### src/rtl/load_store_unit.sv
// Byte/half/word load-store engine between the pipeline and a word-addressed data memory.
// Latency: err 1, load 2, SW 2, SB/SH 3 cycles; req is sampled only in IDLE.
module load_store_unit #(
    parameter int DATA_LENGTH      = 32,
    parameter int DMEM_ADDR_LENGTH = 32
) (
    input  logic                        clk,
    input  logic                        rst,
    input  logic                        req,
    input  logic                        we,
    input  logic [2:0]                  funct3,
    input  logic [DMEM_ADDR_LENGTH-1:0] addr,
    input  logic [DATA_LENGTH-1:0]      wdata,
    output logic [DATA_LENGTH-1:0]      rdata,
    output logic                        busy,
    output logic                        done,
    output logic                        err,
    output logic [DMEM_ADDR_LENGTH-1:0] mem_addr,
    output logic [DATA_LENGTH-1:0]      mem_dataW,
    output logic                        mem_MemRW,
    input  logic [DATA_LENGTH-1:0]      mem_dataR
);

    typedef enum logic [1:0] {IDLE, RD, WR, DONE} state_t;

    state_t                      state_q, state_d;
    logic                        we_q, we_d;
    logic [2:0]                  funct3_q, funct3_d;
    logic [1:0]                  off_q, off_d;
    logic [15:0]                 wlo_q, wlo_d;
    logic [DATA_LENGTH-1:0]      rdata_q, rdata_d;
    logic                        busy_q, busy_d;
    logic                        done_q, done_d;
    logic                        err_q, err_d;
    logic [DMEM_ADDR_LENGTH-1:0] mem_addr_q, mem_addr_d;
    logic [DATA_LENGTH-1:0]      mem_dataW_q, mem_dataW_d;
    logic                        mem_MemRW_q, mem_MemRW_d;

    logic                        illegal;
    logic                        misaligned;

    function automatic logic [DATA_LENGTH-1:0] merge_store(
        input logic [DATA_LENGTH-1:0] word,
        input logic                   is_half,
        input logic [1:0]             off,
        input logic [15:0]            wlo
    );
        logic [DATA_LENGTH-1:0] m;
        m = word;
        if (is_half) m[{off[1], 4'b0000} +: 16] = wlo;
        else         m[{off, 3'b000} +: 8]      = wlo[7:0];
        return m;
    endfunction

    function automatic logic [DATA_LENGTH-1:0] extract_load(
        input logic [DATA_LENGTH-1:0] word,
        input logic [2:0]             f3,
        input logic [1:0]             off
    );
        logic [7:0]             b;
        logic [15:0]            h;
        logic [DATA_LENGTH-1:0] r;
        b = word[{off, 3'b000} +: 8];
        h = word[{off[1], 4'b0000} +: 16];
        case (f3[1:0])
            2'b00:   r = f3[2] ? {{(DATA_LENGTH-8){1'b0}}, b}  : {{(DATA_LENGTH-8){b[7]}}, b};
            2'b01:   r = f3[2] ? {{(DATA_LENGTH-16){1'b0}}, h} : {{(DATA_LENGTH-16){h[15]}}, h};
            default: r = word;
        endcase
        return r;
    endfunction

    // Sub-word stores may not use the unsigned codes; W needs both low bits clear.
    assign illegal    = (funct3 == 3'b011) || (funct3[2:1] == 2'b11) || (we && funct3[2]);
    assign misaligned = ((funct3[1:0] == 2'b01) && addr[0]) ||
                        ((funct3 == 3'b010) && (addr[1:0] != 2'b00));

    always_comb begin
        state_d     = state_q;
        we_d        = we_q;
        funct3_d    = funct3_q;
        off_d       = off_q;
        wlo_d       = wlo_q;
        rdata_d     = '0;
        done_d      = 1'b0;
        err_d       = 1'b0;
        mem_addr_d  = '0;
        mem_dataW_d = '0;
        mem_MemRW_d = 1'b0;
        case (state_q)
            IDLE: begin
                if (req) begin
                    we_d     = we;
                    funct3_d = funct3;
                    off_d    = addr[1:0];
                    wlo_d    = wdata[15:0];
                    if (illegal || misaligned) begin
                        state_d = DONE;
                        done_d  = 1'b1;
                        err_d   = 1'b1;
                    end else if (we && (funct3 == 3'b010)) begin
                        state_d     = WR;
                        mem_addr_d  = {addr[DMEM_ADDR_LENGTH-1:2], 2'b00};
                        mem_dataW_d = wdata;
                        mem_MemRW_d = 1'b1;
                    end else begin
                        state_d    = RD;
                        mem_addr_d = {addr[DMEM_ADDR_LENGTH-1:2], 2'b00};
                    end
                end
            end
            RD: begin
                if (we_q) begin
                    state_d     = WR;
                    mem_addr_d  = mem_addr_q;
                    mem_dataW_d = merge_store(mem_dataR, funct3_q[0], off_q, wlo_q);
                    mem_MemRW_d = 1'b1;
                end else begin
                    state_d = DONE;
                    done_d  = 1'b1;
                    rdata_d = extract_load(mem_dataR, funct3_q, off_q);
                end
            end
            WR: begin
                state_d = DONE;
                done_d  = 1'b1;
            end
            default: state_d = IDLE;
        endcase
        busy_d = (state_d != IDLE);
    end

    always_ff @(posedge clk or posedge rst) begin
        if (rst) begin
            state_q     <= IDLE;
            we_q        <= 1'b0;
            funct3_q    <= '0;
            off_q       <= '0;
            wlo_q       <= '0;
            rdata_q     <= '0;
            busy_q      <= 1'b0;
            done_q      <= 1'b0;
            err_q       <= 1'b0;
            mem_addr_q  <= '0;
            mem_dataW_q <= '0;
            mem_MemRW_q <= 1'b0;
        end else begin
            state_q     <= state_d;
            we_q        <= we_d;
            funct3_q    <= funct3_d;
            off_q       <= off_d;
            wlo_q       <= wlo_d;
            rdata_q     <= rdata_d;
            busy_q      <= busy_d;
            done_q      <= done_d;
            err_q       <= err_d;
            mem_addr_q  <= mem_addr_d;
            mem_dataW_q <= mem_dataW_d;
            mem_MemRW_q <= mem_MemRW_d;
        end
    end

    assign rdata     = rdata_q;
    assign busy      = busy_q;
    assign done      = done_q;
    assign err       = err_q;
    assign mem_addr  = mem_addr_q;
    assign mem_dataW = mem_dataW_q;
    assign mem_MemRW = mem_MemRW_q;

endmodule

### config.mk
export PLATFORM = sky130hd
export DESIGN_NAME = load_store_unit
export DESIGN_NICKNAME = d
export VERILOG_FILES = /design/src/rtl/load_store_unit.sv
export SDC_FILE = /design/constraint.sdc
export NUM_CORES = 1
export LEC_CHECK = 0
export BUFFER_PORTS_ARGS = -buffer_cell sky130_fd_sc_hd__buf_2
export CAP_MARGIN = 20
export CORE_MARGIN = 2
export CORE_UTILIZATION = 40
export DETAILED_ROUTE_END_ITERATION = 8
export HOLD_SLACK_MARGIN = 0.1
export PLACE_DENSITY = 0.66
export SETUP_SLACK_MARGIN = 0.15
export SLEW_MARGIN = 10
export SYNTH_ARGS = -nofsm -noshare
export SYNTH_HDL_FRONTEND = slang
export SYNTH_SLANG_ARGS = --single-unit
### constraint.sdc
create_clock -name clk -period 5.5 [get_ports clk]
set_input_delay 0.275 -clock clk [delete_from_list [all_inputs] [get_ports clk]]
set_output_delay 0.275 -clock clk [all_outputs]
set_load 0.02 [all_outputs]
==> impl_results.md <==
- Status: completed
- Die span in y: 125 µm
- Peak VDD IR: 0.000273 V
- Resized Gates After CTS: 0
- Filler cells: 1208
- Placed cells: 830
- Starting Density: 40.5%
- N_diodes: 0
- Total track usage: 24.4%
- Placed inst area: 0.00692 mm²
- Top cells by area, synth: dfrtp_1 52%, a22o_1 7.8%, mux2i_1 4.1%
- Setup Buffers After CTS: 0
- Share of post-route cells with drive strength above 1: 38.2%
- Die area: 0.0155 mm²
- CTS Hold Bufs: 55
- Syn_area_per_cell: 12.1 µm²
- I/O pins: 203
- Initial antenna violation count: 0
- Final Slew Violations: 0
- HPWL after detailed placement: 12.6 mm
- Max Cap Viol: 0
- Psw: 1.58 mW
- Area Overhead vs Synth: 41.5%
- Vias in the first global route: 5231
- Synth warn: 0
- Register-to-Register Setup Slack: 2.62 ns
- Number of synthesized flops with an enable pin: 0
- Critical Path Start Type: register
- TritonCTS clock tree: done
- Post-layout net count: 837
- Sequential share of power: 32.5%
- Crit. End Element: register
- Clk_skew: 0.00838 ns
- Placer congestion estimate: 0.890
- #FFs+latches synth: 122
- Worst reg2reg path endpoint: mem_dataW[4]$_DFF_PP0_
- Sequential area share after synthesis: 52.4%
- Max FO, Critical Path: 29
- Via-to-Cell Ratio: 5.70
- Leak: 4.29 nW
- CTS sink cnt: 122
- Crit path time final: 2.88 ns
- RSZ-0062 raised after global routing: false
- CP arrival: 3.22 ns
- Netlist area before placement: 0.00582 mm²
- Hold WC Path Type: primary input to register
- Pin count of the biggest net entering global routing: 77
- H-tree lvl count: 4
- Row count: 44
- Internal power: 2.71 mW
- Most frequent cells in the layout: 200 x buf_2, 120 x dfrtp_1, 55 x dlygate4sd3_1
- Share of the synthesized area in the top cell type: 52.4%
- Synth cell types: 54
- DRC violation count after routing: 0
- Commonest non-fill, non-tap cell in the layout: buf_2
- Fmax: 0.347 GHz
- Design area: 0.00824 mm²
- Hold Path Cell Cnt: 2
- Die width: 125 µm
- Gr ovfl total: 0
- Clock share of power: 30.3%
- FF-to-FF Start: off_q[1]$_DFFE_PP0P_
- Count of port buffers added during placement: 200
- Pwr Density: 520 mW/mm²
- Setup_tns: 0 ns
- Mapped Cells: 481
- Core ar.: 0.0144 mm²
- DR pass1 iterations: 5
- Via count: 5257
- Final period util: 52.4%
- Worst slew pin tran: 0.944 ns
- Worst-skew pair later-pin latency: 0.42 ns
- R2r worst-path depth: 6
- DR WL/cell: 20.5 µm
- CTS root buf: clkbuf_16
- Slew headroom: 37.1%
- Worst-case clock buffer depth: 2
- CTS buffer count: 17
- Hold Path End: wlo_q[9]$_DFFE_PP0P_
- Most used DFF post-synth: dfrtp_1
- First-pass GRT wire length: 29.3 mm
- Post-route ant nets: 0
- Cell taking the most area after synthesis: dfrtp_1
- Final non-filler cell total: 922
- Share of synthesized flip-flops with an asynchronous set or reset: 100%
- Req. time, crit path: 5.84 ns
- Critical path class: register to register
- Sw frac: 36.9%
- Routed wire length: 18.9 mm
- Reg clk slew, reported paths: 0.06 ns
- Hold wc startpoint: wdata[9]
- Final setup fails: 0
- DRT iter0 DRCs: 564
- Final Hold Viols: 0
- Comb power frac: 37.3%
-- cells by family after synthesis --
kind of cell / share of synthesized area (%)
compound gates: 25.3
fa+ha+maj: 1.93
buf+inv: 4.71
flops: 52.4
mux: 10.6
other cells: 0.0644
simple gates: 5.01
-- worst max path at each step --
stage | startpoint | endpoint | slack, ns
floorplan | rst | busy$_DFF_PP0_ | 1.98
global placement | state_q[0]$_DFF_PP0_ | mem_addr[15]$_DFFE_PP0P_ | 2.30
detailed placement | off_q[1]$_DFFE_PP0P_ | mem_dataW[4]$_DFF_PP0_ | 2.22
CTS | off_q[1]$_DFFE_PP0P_ | mem_dataW[4]$_DFF_PP0_ | 2.20
global route | off_q[1]$_DFFE_PP0P_ | mem_dataW[18]$_DFF_PP0_ | 2.42
finish | off_q[1]$_DFFE_PP0P_ | mem_dataW[4]$_DFF_PP0_ | 2.62
-- sequential cells by signal, summed over array words and instances, names as in the netlist, 2 cells and up --
register	count
wlo_q	16
mem_addr	30
mem_dataW	32
funct3_q	3
rdata	32
off_q	2
state_q	2
-- critical path, cell delays in order, from the launching register on --
cell       delay, ns
dfrtp_2         0.67
buf_12          0.27
inv_1           0.22
ha_1            0.44
o41ai_2         0.79
a22oi_1         0.21
o2bb2ai_1       0.19
-- per-layer routing --
layer | routed length (µm) | up-vias | GRT usage [%]
met3 | 1530 | 50 | 6.31
li1 | - | 2326 | -
met4 | 637 | 0 | 10.4
met5 | 0 | - | 0
met1 | 7740 | 2617 | 32.0
met2 | 8970 | 264 | 38.3
-- area by class of cell --
cell class	instances	area (µm²)	share of cell area, %
Sequential cell	122	3060	37.1
Multi-Input combinational cell	299	2510	30.4
Timing Repair Buffer	264	1680	20.4
Clock buffer	26	509	6.18
Tap cell	184	230	2.79
Clock inverter	6	180	2.19
Inverter	21	81.3	0.987
-- stage by stage --
stage               util [%]  worst slack (ns)  total power, mW  hold slack [ns]
finish                  57.4              2.62             4.29            0.125
floorplan                  -              1.98             2.44            0.391
detailed placement      48.1              2.22             2.90            0.486
global placement        47.9              2.30             2.84            0.484
CTS                     56.8              2.20             4.23            0.106
global route            57.4              2.42             4.49            0.116
-- cells in the mapped netlist (2+ instances only) --
library cell,instances
ha_1,9
nor2_1,18
a21o_2,4
a2111oi_0,6
o21ai_0,16
or3_1,2
or2_2,2
clkbuf_1,18
a221oi_1,11
a22o_1,52
and2_1,2
buf_4,3
a211o_1,2
nand3_1,2
buf_2,15
dfrtp_1,122
a21oi_1,27
mux2_2,16
mux4_1,2
buf_1,2
a21o_1,12
buf_6,2
nor2_2,2
a221o_1,22
clkinv_1,2
o22ai_1,5
inv_1,19
nand2b_1,2
o2bb2ai_1,8
nand2_1,17
mux4_2,5
a22oi_1,8
mux2_4,2
mux2i_1,24
-- power groups by stage --
stage	registers (mW)	logic [mW]	clock network (mW)
floorplan	1.45	0.999	0
global placement	1.45	1.38	0
detailed placement	1.47	1.43	0
CTS	1.45	1.47	1.31
global route	1.41	1.73	1.35
finish	1.39	1.60	1.30
Note: power is estimated with default switching activity, not from simulation.
